<file path="src/rtl/turn_scheduler_if.sv">
// Handshake bundle between game logic (master) and the turn scheduler (slave),
// including the per-player controller start/target/done lines.
interface turn_scheduler_if;
  logic       roll_valid;
  logic [2:0] roll_value;
  logic       roll_ready;
  logic       new_game;
  logic       move_start_p1;
  logic [9:0] target_x_p1;
  logic       turn_done_p1;
  logic       move_start_p2;
  logic [9:0] target_x_p2;
  logic       turn_done_p2;
  logic       active_player;
  logic       game_over;
  logic       winner;
  logic       bad_roll;
  logic       fault;

  modport master (
    output roll_valid, roll_value, new_game, turn_done_p1, turn_done_p2,
    input  roll_ready, move_start_p1, target_x_p1, move_start_p2, target_x_p2,
           active_player, game_over, winner, bad_roll, fault
  );

  modport slave (
    input  roll_valid, roll_value, new_game, turn_done_p1, turn_done_p2,
    output roll_ready, move_start_p1, target_x_p1, move_start_p2, target_x_p2,
           active_player, game_over, winner, bad_roll, fault
  );
endinterface

</file>
<file path="src/rtl/turn_scheduler.sv">
// Alternating-turn sequencer for two player controllers: takes dice rolls,
// issues clamped move targets, waits for completion and declares a winner.
module turn_scheduler #(
  parameter int unsigned START_X     = 20,
  parameter int unsigned STEP_PX     = 40,
  parameter int unsigned FLAG_X      = 620,
  parameter int unsigned DICE_MAX    = 6,
  parameter int unsigned TIMEOUT_CYC = 24'hFFFFFF
) (
  input logic             clk,
  input logic             reset_n,
  turn_scheduler_if.slave bus
);
  localparam logic [9:0]  START10 = 10'(START_X);
  localparam logic [9:0]  FLAG10  = 10'(FLAG_X);
  localparam logic [10:0] FLAG11  = 11'(FLAG_X);
  localparam logic [10:0] STEP11  = 11'(STEP_PX);
  localparam logic [2:0]  DMAX    = 3'(DICE_MAX);
  localparam logic [23:0] TO_LAST = 24'(TIMEOUT_CYC - 1);

  typedef enum logic [1:0] {WAIT_ROLL, ISSUE, WAIT_DONE, GAME_OVER} state_t;

  state_t          state_q;
  logic [1:0][9:0] pos_q, tgt_q;
  logic [1:0]      mst_q;
  logic            act_q, rdy_q, go_q, win_q, bad_q, fault_q;
  logic [23:0]     cnt_q;

  logic [10:0] sum;
  logic [9:0]  tgt_new;
  logic        roll_ok, done_act;

  // 11-bit sum cannot wrap given FLAG_X + DICE_MAX*STEP_PX < 2048
  always_comb begin
    sum      = {1'b0, pos_q[act_q]} + 11'(bus.roll_value) * STEP11;
    tgt_new  = (sum >= FLAG11) ? FLAG10 : sum[9:0];
    roll_ok  = (bus.roll_value != 3'd0) && (bus.roll_value <= DMAX);
    done_act = act_q ? bus.turn_done_p2 : bus.turn_done_p1;
  end

  always_ff @(posedge clk or negedge reset_n) begin
    if (!reset_n) begin
      state_q <= WAIT_ROLL;
      pos_q   <= {2{START10}};
      tgt_q   <= {2{START10}};
      mst_q   <= '0;
      act_q   <= 1'b0;
      rdy_q   <= 1'b0;
      go_q    <= 1'b0;
      win_q   <= 1'b0;
      bad_q   <= 1'b0;
      fault_q <= 1'b0;
      cnt_q   <= '0;
    end else begin
      mst_q <= '0;
      bad_q <= 1'b0;
      case (state_q)
        WAIT_ROLL: begin
          rdy_q <= 1'b1;
          // new_game outranks a same-cycle roll, which is simply dropped
          if (bus.new_game) begin
            pos_q   <= {2{START10}};
            tgt_q   <= {2{START10}};
            act_q   <= 1'b0;
            go_q    <= 1'b0;
            win_q   <= 1'b0;
            fault_q <= 1'b0;
          end else if (bus.roll_valid && rdy_q) begin
            if (!roll_ok) begin
              bad_q <= 1'b1;
            end else begin
              tgt_q[act_q] <= tgt_new;
              mst_q[act_q] <= 1'b1;
              rdy_q        <= 1'b0;
              state_q      <= ISSUE;
            end
          end
        end
        ISSUE: begin
          cnt_q   <= '0;
          state_q <= WAIT_DONE;
        end
        WAIT_DONE: begin
          // done is checked first so it wins over a same-cycle timeout
          if (done_act) begin
            pos_q[act_q] <= tgt_q[act_q];
            if (tgt_q[act_q] == FLAG10) begin
              go_q    <= 1'b1;
              win_q   <= act_q;
              state_q <= GAME_OVER;
            end else begin
              act_q   <= ~act_q;
              rdy_q   <= 1'b1;
              state_q <= WAIT_ROLL;
            end
          end else if (cnt_q == TO_LAST) begin
            fault_q      <= 1'b1;
            tgt_q[act_q] <= pos_q[act_q];
            rdy_q        <= 1'b1;
            state_q      <= WAIT_ROLL;
          end else begin
            cnt_q <= cnt_q + 24'd1;
          end
        end
        GAME_OVER: begin
          if (bus.new_game) begin
            pos_q   <= {2{START10}};
            tgt_q   <= {2{START10}};
            act_q   <= 1'b0;
            go_q    <= 1'b0;
            win_q   <= 1'b0;
            fault_q <= 1'b0;
            rdy_q   <= 1'b1;
            state_q <= WAIT_ROLL;
          end
        end
        default: state_q <= WAIT_ROLL;
      endcase
    end
  end

  assign bus.roll_ready    = rdy_q;
  assign bus.move_start_p1 = mst_q[0];
  assign bus.move_start_p2 = mst_q[1];
  assign bus.target_x_p1   = tgt_q[0];
  assign bus.target_x_p2   = tgt_q[1];
  assign bus.active_player = act_q;
  assign bus.game_over     = go_q;
  assign bus.winner        = win_q;
  assign bus.bad_roll      = bad_q;
  assign bus.fault         = fault_q;
endmodule
</file>
<file path="src/flat_wrapper.sv">
// flat-port wrapper written by rule: the top's interface ports become plain ports
module turn_scheduler_flat 
#(
  parameter int unsigned START_X     = 20,
  parameter int unsigned STEP_PX     = 40,
  parameter int unsigned FLAG_X      = 620,
  parameter int unsigned DICE_MAX    = 6,
  parameter int unsigned TIMEOUT_CYC = 24'hFFFFFF
)
  (clk, reset_n, bus_roll_valid, bus_roll_value, bus_new_game, bus_turn_done_p1, bus_turn_done_p2, bus_roll_ready, bus_move_start_p1, bus_target_x_p1, bus_move_start_p2, bus_target_x_p2, bus_active_player, bus_game_over, bus_winner, bus_bad_roll, bus_fault);
  turn_scheduler_if bus_i ();
  input logic clk;
  input logic reset_n;
  input wire logic [$bits(bus_i.roll_valid)-1:0] bus_roll_valid;
  input wire logic [$bits(bus_i.roll_value)-1:0] bus_roll_value;
  input wire logic [$bits(bus_i.new_game)-1:0] bus_new_game;
  input wire logic [$bits(bus_i.turn_done_p1)-1:0] bus_turn_done_p1;
  input wire logic [$bits(bus_i.turn_done_p2)-1:0] bus_turn_done_p2;
  output wire logic [$bits(bus_i.roll_ready)-1:0] bus_roll_ready;
  output wire logic [$bits(bus_i.move_start_p1)-1:0] bus_move_start_p1;
  output wire logic [$bits(bus_i.target_x_p1)-1:0] bus_target_x_p1;
  output wire logic [$bits(bus_i.move_start_p2)-1:0] bus_move_start_p2;
  output wire logic [$bits(bus_i.target_x_p2)-1:0] bus_target_x_p2;
  output wire logic [$bits(bus_i.active_player)-1:0] bus_active_player;
  output wire logic [$bits(bus_i.game_over)-1:0] bus_game_over;
  output wire logic [$bits(bus_i.winner)-1:0] bus_winner;
  output wire logic [$bits(bus_i.bad_roll)-1:0] bus_bad_roll;
  output wire logic [$bits(bus_i.fault)-1:0] bus_fault;
  assign bus_i.roll_valid = bus_roll_valid;
  assign bus_i.roll_value = bus_roll_value;
  assign bus_i.new_game = bus_new_game;
  assign bus_i.turn_done_p1 = bus_turn_done_p1;
  assign bus_i.turn_done_p2 = bus_turn_done_p2;
  assign bus_roll_ready = bus_i.roll_ready;
  assign bus_move_start_p1 = bus_i.move_start_p1;
  assign bus_target_x_p1 = bus_i.target_x_p1;
  assign bus_move_start_p2 = bus_i.move_start_p2;
  assign bus_target_x_p2 = bus_i.target_x_p2;
  assign bus_active_player = bus_i.active_player;
  assign bus_game_over = bus_i.game_over;
  assign bus_winner = bus_i.winner;
  assign bus_bad_roll = bus_i.bad_roll;
  assign bus_fault = bus_i.fault;
  turn_scheduler #(.START_X(START_X), .STEP_PX(STEP_PX), .FLAG_X(FLAG_X), .DICE_MAX(DICE_MAX), .TIMEOUT_CYC(TIMEOUT_CYC)) u_core (.clk(clk), .reset_n(reset_n), .bus(bus_i));
endmodule
</file>
<file path="config.mk">
export PLATFORM = sky130hd
export DESIGN_NAME = turn_scheduler_flat
export DESIGN_NICKNAME = d
export VERILOG_FILES = /design/src/rtl/turn_scheduler_if.sv /design/src/rtl/turn_scheduler.sv /design/src/flat_wrapper.sv
export SDC_FILE = /design/constraint.sdc
export NUM_CORES = 1
export LEC_CHECK = 0
export ABC_AREA = 1
export CAP_MARGIN = 20
export CELL_PAD_IN_SITES_DETAIL_PLACEMENT = 0
export CELL_PAD_IN_SITES_GLOBAL_PLACEMENT = 1
export CORE_UTILIZATION = 39
export CTS_CLUSTER_DIAMETER = 120
export CTS_CLUSTER_SIZE = 14
export DETAILED_ROUTE_END_ITERATION = 7
export PLACE_DENSITY_LB_ADDON = 0.1
export SKIP_LAST_GASP = 1
export SYNTH_ARGS = -nofsm -noshare
export SYNTH_HDL_FRONTEND = slang
export SYNTH_SLANG_ARGS = --single-unit
export TNS_END_PERCENT = 100
</file>
<file path="constraint.sdc">
create_clock -name clk -period 2.6 [get_ports clk]
set_input_delay 0.39 -clock clk [delete_from_list [all_inputs] [get_ports clk]]
set_output_delay 0.39 -clock clk [all_outputs]
set_load 0.03 [all_outputs]
</file>
==> impl_metrics.env, run 1 <==
export IMPL_yosys_area_share_xor_xnor_pct=2.17
export IMPL_synth_distinct_cells=37
export IMPL_ys_seq_elements=74
export IMPL_holdPathEnd="u_core.pos_q[14]$_DFFE_PN1P_"
export IMPL_synth_main_ff_cell="dfrtp_1"
export IMPL_grt_usage_pct=24.0
export IMPL_period_share_pct=93.7
export IMPL_nets=779
export IMPL_synth_simple_area_share_pct=33.1
export IMPL_cp_end_kind="flop"
export IMPL_min_period_ns=2.44
export IMPL_antenna_left=0
export IMPL_grt_pass1_wl_mm=23.5
export IMPL_critPathMaxStageDelay_ns=0.43
export IMPL_synth_compound_area_share_pct=13.2
export IMPL_worstSetupStartpointType="input port"
export IMPL_wl_per_cell_um=15.5
export IMPL_crit_slowest_cell="clkdlybuf4s50_1"
export IMPL_netlist_top_cells_count="nand2_1, inv_1, nor2_1, dfrtp_1, o21ai_0"
export IMPL_cts_buffers=9
export IMPL_synth_fa_ha_area_share_pct=4.28
export IMPL_die_area_mm2=0.0129
export IMPL_synth_top_cell_by_area="dfrtp_1"
export IMPL_gr_total_overflow=0
export IMPL_cap_viol_max_count=0
export IMPL_cts_max_path_buffers=2
export IMPL_slew_viol_final=0
export IMPL_numPortBuffers=36
export IMPL_vias_per_cell=5.05
export IMPL_critPathRequiredTime_ns=2.89
export IMPL_arrival_ns=2.73
export IMPL_antenna_found_initial=0
export IMPL_synthArstFlopShare_pct=100
export IMPL_placed_cells=906
export IMPL_drc=0
export IMPL_die_w_um=113
export IMPL_avgSynthCellArea_um2=7.06
export IMPL_max_slew_worst_pin_slew_ns=0.550
export IMPL_hold_start="u_core.pos_q[14]$_DFFE_PN1P_"
export IMPL_hold_viol_final=0
export IMPL_htree_levels=3
export IMPL_area_growth_pct=24.5
export IMPL_yosys_warnings=0
export IMPL_whs_path_depth=2
export IMPL_grt_max_degree=45
export IMPL_synth_most_common_cell="nand2_1"
export IMPL_yosys_top_cells_area="dfrtp_1, nand2_1, o21ai_0"
export IMPL_dr_pass1_iters=5
export IMPL_skew_ns=0.00644
export IMPL_grt_pass1_vias=4554
export IMPL_slew_headroom_pct=63.3
export IMPL_min_path_type="flop to flop"
export IMPL_clock_sinks=74
export IMPL_crit_fanout=4
export IMPL_synth_cells=687
export IMPL_clockRootBuffer="clkbuf_16"
export IMPL_muxShareOfSynthArea_pct=0
export IMPL_r2r_slack_ns=0.20
export IMPL_syn_nets=712
export IMPL_hold_slack_ns=0.480
export IMPL_crit_chain="clkdlybuf4s50_1 -> ha_2 -> ha_4 -> ha_4 -> ha_4 -> nand2_1 -> nor2_1 -> nand2_1 -> nand3_1 -> nand2_2 -> nand2_2 -> nand3_2 -> nand2_2 -> buf_4 -> nand3b_1 -> nand2_2 -> nand2_1 -> nand2_1"
export IMPL_layout_cells_non_filler=927
export IMPL_rows=40
export IMPL_ys_seq_area_share_pct=38.4
export IMPL_synth_top_family_by_area="simple AND/OR/NAND/NOR gates"
export IMPL_start_util_pct=40.2
export IMPL_diodes=0
export IMPL_worstRegToRegCells=18
export IMPL_leakagePower_nw=2.85
export IMPL_coreArea_mm2=0.0121
export IMPL_clk_insertion_delay_late_ns=0.35
export IMPL_layout_drive_gt1_share_pct=16.6
export IMPL_totalWireLength_mm=14.4
export IMPL_power_density_mw_per_mm2=1340
export IMPL_fin_util_pct=50.0
export IMPL_r2r_start="u_core.bus.active_player$_DFFE_PN0P_"
export IMPL_drt_iter0_markers=280
export IMPL_synth_edff_count=0
export IMPL_io_pins=37
export IMPL_clkTransAtPathRegs_ns=0.06
export IMPL_via_count=4681
export IMPL_synth_area_mm2=0.00485
export IMPL_dp_hpwl_mm=10.7
export IMPL_gp_congestion=0.852
export IMPL_cts_tree="yes"
export IMPL_ir_drop_mv=0.762
export IMPL_status="completed"
export IMPL_fmax_ghz=0.410
export IMPL_synth_largest_type_area_fraction_pct=34.1
export IMPL_critical_path_class="input port to flop"
export IMPL_rsz0062_at_grt="false"
export IMPL_timing_rr_end="u_core.bus.target_x_p1[4]$_DFFE_PN1P_"
export IMPL_dieHeight_um=113
export IMPL_finalSetupViolations=0
worst max path at each step:
| stage | startpoint | to | slack, ns | cells past startpoint |
|---|---|---|---|---|
| floorplan | u_core.bus.active_player$_DFFE_PN0P_ | u_core.bus.target_x_p1[5]$_DFFE_PN0P_ | 0.01 | 19 |
| global route | bus_roll_value[2] | u_core.bus.target_x_p2[4]$_DFFE_PN1P_ | 0.01 | 18 |
| finish | bus_roll_value[2] | u_core.bus.target_x_p1[4]$_DFFE_PN1P_ | 0.16 | 18 |
| CTS | bus_roll_value[0] | u_core.bus.target_x_p1[1]$_DFFE_PN0P_ | 0.003 | 16 |
| global placement | bus_roll_value[0] | u_core.bus.target_x_p1[6]$_DFFE_PN0P_ | -0.27 | 15 |
| detailed placement | bus_roll_value[0] | u_core.bus.target_x_p1[6]$_DFFE_PN0P_ | -0.32 | 17 |
sequential cells by signal, indices dropped and copies added (netlist names), 2 cells and up:
signal                  cells
u_core.pos_q               20
u_core.bus.target_x_p2     10
u_core.bus.target_x_p1     10
u_core.cnt_q               24
u_core.state_q              2
u_core.mst_q                2
metrics by stage:
stage	power [mW]	cell area (um2)	setup TNS [ns]	setup slack, ns
after floorplan	4.92	4880	0	0.0104
after global placement	6.61	5630	-4.74	-0.272
after detailed placement	6.68	5630	-5.66	-0.324
after CTS	7.93	5920	0	0.00329
after global routing	8.71	6040	0	0.0113
final	8.07	6040	0	0.163
timing repair:
item,CTS,global route
setup buffers,0,4
endpoints found under the setup margin,0,20
hold buffers,1,0
gates resized for setup,0,22
endpoints found under the hold margin,4,0
cells in the final DEF (no fill, tap or decap), drive strengths merged:
master / instances
buf: 43
nand2: 199
fa: 1
nand3: 39
xnor2: 3
or2: 5
ha: 15
nor3: 12
clkinvlp: 1
a22oi: 2
nand4: 19
nor2: 82
a21boi: 7
a21oi: 32
dfrtp: 66
nor4: 2
a211oi: 4
dfstp: 8
o21ai: 65
a31oi: 1
o22ai: 2
clkbuf: 12
inv: 84
clkinv: 4
nand3b: 6
clkdlybuf4s50: 35
dlygate4sd3: 1
xor2: 9
cell families (layout without fill, tap and decap cells):
kind of cell,count (synthesis),in the layout
xor gates and xnor gates,12,12
adders and majority gates,16,16
AOI/OAI and AO/OA,113,113
DFF,74,74
and+or+nand+nor,364,364
buffers and inverters,108,180
power by group:
part / switching, mW / internal (mW)
Combinational: 3.13 / 1.86
Sequential: 0.289 / 1.56
Clock: 0.529 / 0.698
Total: 3.95 / 4.12
layout make-up:
| cell class | instances | area (um2) |
|---|---|---|
| fill | 1208 | 6030 |
| multi-input combinational | 505 | 2630 |
| sequential | 74 | 1860 |
| timing repair buffer | 79 | 724 |
| inverter | 85 | 322 |
| clock buffer | 12 | 256 |
| tap | 168 | 210 |
| clock inverter | 4 | 26.3 |
layer usage:
metal  global-route usage, %  part of all wire [%]  up-vias
met4                    9.56                   2.3        0
met2                    39.2                    48       91
met3                    3.83                   3.2       20
li1                        -                     -     2352
met1                    31.9                    47     2218
met5                       0                     0        -
critical path, delay by kind of cell:
| kind | cells | cell delay, ns |
|---|---|---|
| buffers and inverters | 2 | 0.55 |
| and+or+nand+nor | 12 | 0.91 |
| adders and majority gates | 4 | 0.86 |
(Power assumes the default switching activity.)
==> run 2: changes to the inputs <==
--- a/config.mk
+++ b/config.mk
@@ -5,11 +5,11 @@
 export SDC_FILE = /design/constraint.sdc
 export NUM_CORES = 1
 export LEC_CHECK = 0
-export ABC_AREA = 1
+export ABC_AREA = 0
 export CAP_MARGIN = 20
 export CELL_PAD_IN_SITES_DETAIL_PLACEMENT = 0
 export CELL_PAD_IN_SITES_GLOBAL_PLACEMENT = 1
-export CORE_UTILIZATION = 39
+export CORE_UTILIZATION = 40
 export CTS_CLUSTER_DIAMETER = 120
 export CTS_CLUSTER_SIZE = 14
 export DETAILED_ROUTE_END_ITERATION = 7
==> constraint.sdc (replaced) <==
create_clock -name clk -period 2.2 [get_ports clk]
set_input_delay 0.22 -clock clk [delete_from_list [all_inputs] [get_ports clk]]
set_output_delay 0.22 -clock clk [all_outputs]
set_load 0.03 [all_outputs]
==> impl_metrics.env, run 2 <==
export IMPL_cts_tree="yes"
export IMPL_antenna_left=0
export IMPL_slew_viol_final=0
export IMPL_cap_viol_max_count=0
export IMPL_crit_slowest_cell="or4_4"
export IMPL_tns_ns=-13.15
export IMPL_yosys_top_cells_area="dfrtp_1, nand2_1, a21oi_1"
export IMPL_use_met2_pct=43.7
export IMPL_min_path_type="input port to asynchronous set/reset pin"
export IMPL_die_area_mm2=0.0117
export IMPL_wl_per_cell_um=18.1
export IMPL_grt_usage_pct=26.6
export IMPL_worst_slack_ns=-0.783
export IMPL_cts_buffers=9
export IMPL_min_period_ns=2.98
export IMPL_diodes=0
export IMPL_crit_fanout=6
export IMPL_synth_cells=517
export IMPL_drt_iter0_markers=320
export IMPL_largest_reg_flops=24
export IMPL_mostFrequentLayoutCells="buf_4, dfrtp_1, nand2_1"
export IMPL_fmax_ghz=0.335
export IMPL_cp_end_kind="flop"
export IMPL_grt_pass1_wl_mm=23.7
export IMPL_dr_pass1_iters=5
export IMPL_antenna_found_initial=0
export IMPL_layout_drive_gt1_share_pct=36.1
export IMPL_gp_congestion=0.834
export IMPL_dieHeight_um=108
export IMPL_critPathMaxStageDelay_ns=0.50
export IMPL_synth_largest_type_area_fraction_pct=36.6
export IMPL_skew_ns=0.00836
export IMPL_synthArstFlopShare_pct=100
export IMPL_vias_per_cell=5.61
export IMPL_fin_util_pct=63.5
export IMPL_clkTransAtPathRegs_ns=0.07
export IMPL_avgSynthCellArea_um2=8.74
export IMPL_cts_max_path_buffers=2
export IMPL_critical_path_class="flop to flop"
export IMPL_synth_area_mm2=0.00452
export IMPL_finalSetupViolations=24
export IMPL_grt_use_met1_pct=35.9
export IMPL_synth_top_cell_by_area="dfrtp_1"
export IMPL_coreArea_mm2=0.0109
export IMPL_yosys_warnings=0
export IMPL_grt_pass1_vias=4561
export IMPL_status="complete, but fails checks"
export IMPL_violations="setup timing"
export IMPL_power_density_mw_per_mm2=1280
export IMPL_worstSetupStartpointType="flop"
export IMPL_synth_distinct_cells=75
export IMPL_regMostFlops="u_core.cnt_q"
export IMPL_totalWireLength_mm=15.0
export IMPL_clock_sinks=74
export IMPL_synth_main_ff_cell="dfrtp_1"
export IMPL_dp_hpwl_mm=10.4
export IMPL_grt_max_degree=33
export IMPL_synth_edff_count=0
export IMPL_crit_chain="buf_12 -> buf_6 -> mux2_4 -> ha_4 -> nor2_4 -> a211oi_4 -> or4_4 -> and2_1 -> a311o_1 -> a222oi_1 -> inv_1"
export IMPL_critPathBufInv=3
export IMPL_period_share_pct=136
export IMPL_arrival_ns=3.21
export IMPL_clockRootBuffer="clkbuf_16"
export IMPL_drc=0
export IMPL_dpl_worst_slack_ns=-1.18
export IMPL_grtUsageMet3_pct=3.38
export IMPL_area_growth_pct=53.6
export IMPL_syn_nets=542
export IMPL_die_w_um=108
export IMPL_rows=38
export IMPL_gr_total_overflow=0
export IMPL_io_pins=37
export IMPL_critPathRequiredTime_ns=2.43
export IMPL_ys_seq_area_share_pct=41.2
export IMPL_ys_seq_elements=74
export IMPL_htree_levels=3
export IMPL_layout_cells_most_common="buf_4"
export IMPL_via_count=4664
export IMPL_clk_insertion_delay_late_ns=0.35
export IMPL_nets=712
export IMPL_grt_busiest_layer="met2"
export IMPL_n_fill_cell=926
export IMPL_ir_drop_mv=0.938
export IMPL_leakagePower_nw=3.06
export IMPL_synth_most_common_cell="nand2_1"
export IMPL_reg_top3="u_core.cnt_q: 24 flops, u_core.pos_q: 20 flops"
export IMPL_start_util_pct=41.3
export IMPL_crit_family="simple AND/OR/NAND/NOR gates"
export IMPL_netlist_top_cells_count="nand2_1, dfrtp_1, nor2_1, a21oi_1, o21ai_0"
export IMPL_max_slew_worst_pin_slew_ns=0.695
export IMPL_hold_viol_final=0
export IMPL_slew_headroom_pct=53.2
export IMPL_rsz0062_at_grt="true"
export IMPL_numPortBuffers=36
run 2: what timing repair did:
action,CTS,global route
cloned,1,2
hold buffers,1,0
gates resized for setup,55,41
setup buffers,26,8
endpoints found under the hold margin,22,0
endpoints found under the setup margin,31,57
pin swaps,35,36
run 2: power by group:
part | total, mW | switching (mW) | leakage [nW] | internal (mW)
Sequential | 1.82 | 0.215 | 0.984 | 1.61
Combinational | 5.30 | 2.92 | 1.91 | 2.38
Clock | 1.74 | 0.624 | 0.167 | 1.11
Total | 8.86 | 3.76 | 3.06 | 5.10
run 2: cells by family (layout without fill, tap and decap cells):
logic type      count (synthesis)  in the layout  share of synthesized area [%]
mux                            10             10                           2.52
flops                          74             74                           41.2
xor+xnor                       16             16                           3.10
simple gates                  211            211                           23.2
buf+inv                        41            215                           3.77
compound gates                149            150                           21.6
fa+ha+maj                      16             16                           4.60
run 2: worst reg2reg max path, cell delays in order, from the launching register on:
cell and delay, ns:
dfrtp_2 0.47, buf_12 0.17, buf_6 0.12, mux2_4 0.31, ha_4 0.24, nor2_4 0.13
a211oi_4 0.06, or4_4 0.50, and2_1 0.17, a311o_1 0.34, a222oi_1 0.29, inv_1 0.07
run 2: cell type report:
class | instances | area [um2] | share of cell area (%)
Multi-Input combinational cell | 403 | 2950 | 42.6
Clock inverter | 6 | 113 | 1.62
Timing Repair Buffer | 181 | 1540 | 22.2
Clock buffer | 10 | 229 | 3.30
Sequential cell | 74 | 1860 | 26.8
Tap cell | 140 | 175 | 2.52
Inverter | 18 | 67.6 | 0.973
run 2: metrics by stage:
step | cells | hold WS, ns | instance area [um2] | power, mW
final | 832 | 0.382 | 6940 | 8.86
after global routing | 832 | 0.430 | 6940 | 9.35
after CTS | 826 | 0.396 | 6690 | 8.47
after detailed placement | 787 | 0.213 | 5930 | 6.23
after global placement | 787 | 0.214 | 5930 | 6.19
after floorplan | 517 | -0.0756 | 4620 | 4.16
run 2: final timing paths:
path                                                       from                               endpoint  slack, ns  cells past startpoint
hold / removal                                          reset_n  u_core.bus.target_x_p1[6]$_DFFE_PN0P_       0.38                      2
max in group asynchronous                               reset_n   u_core.bus.active_player$_DFFE_PN0P_       1.22                      3
setup / recovery           u_core.bus.active_player$_DFFE_PN0P_  u_core.bus.target_x_p2[6]$_DFFE_PN0P_      -0.78                     11
hold reg to reg                     u_core.pos_q[0]$_DFFE_PN0P_            u_core.pos_q[0]$_DFFE_PN0P_       0.52                      2
setup reg to reg           u_core.bus.active_player$_DFFE_PN0P_  u_core.bus.target_x_p2[6]$_DFFE_PN0P_      -0.78                     11
min in group clk                                 bus_roll_valid          u_core.bus.bad_roll$_DFF_PN0_       0.45                      3
run 2: routing by layer:
metal | up-vias | share of wire [%] | wire, um
met2 | 124 | 48 | 7220
met4 | 0 | 1.9 | 279
met3 | 23 | 4.0 | 606
li1 | 2241 | - | -
met1 | 2276 | 46 | 6940
met5 | - | 0 | 0
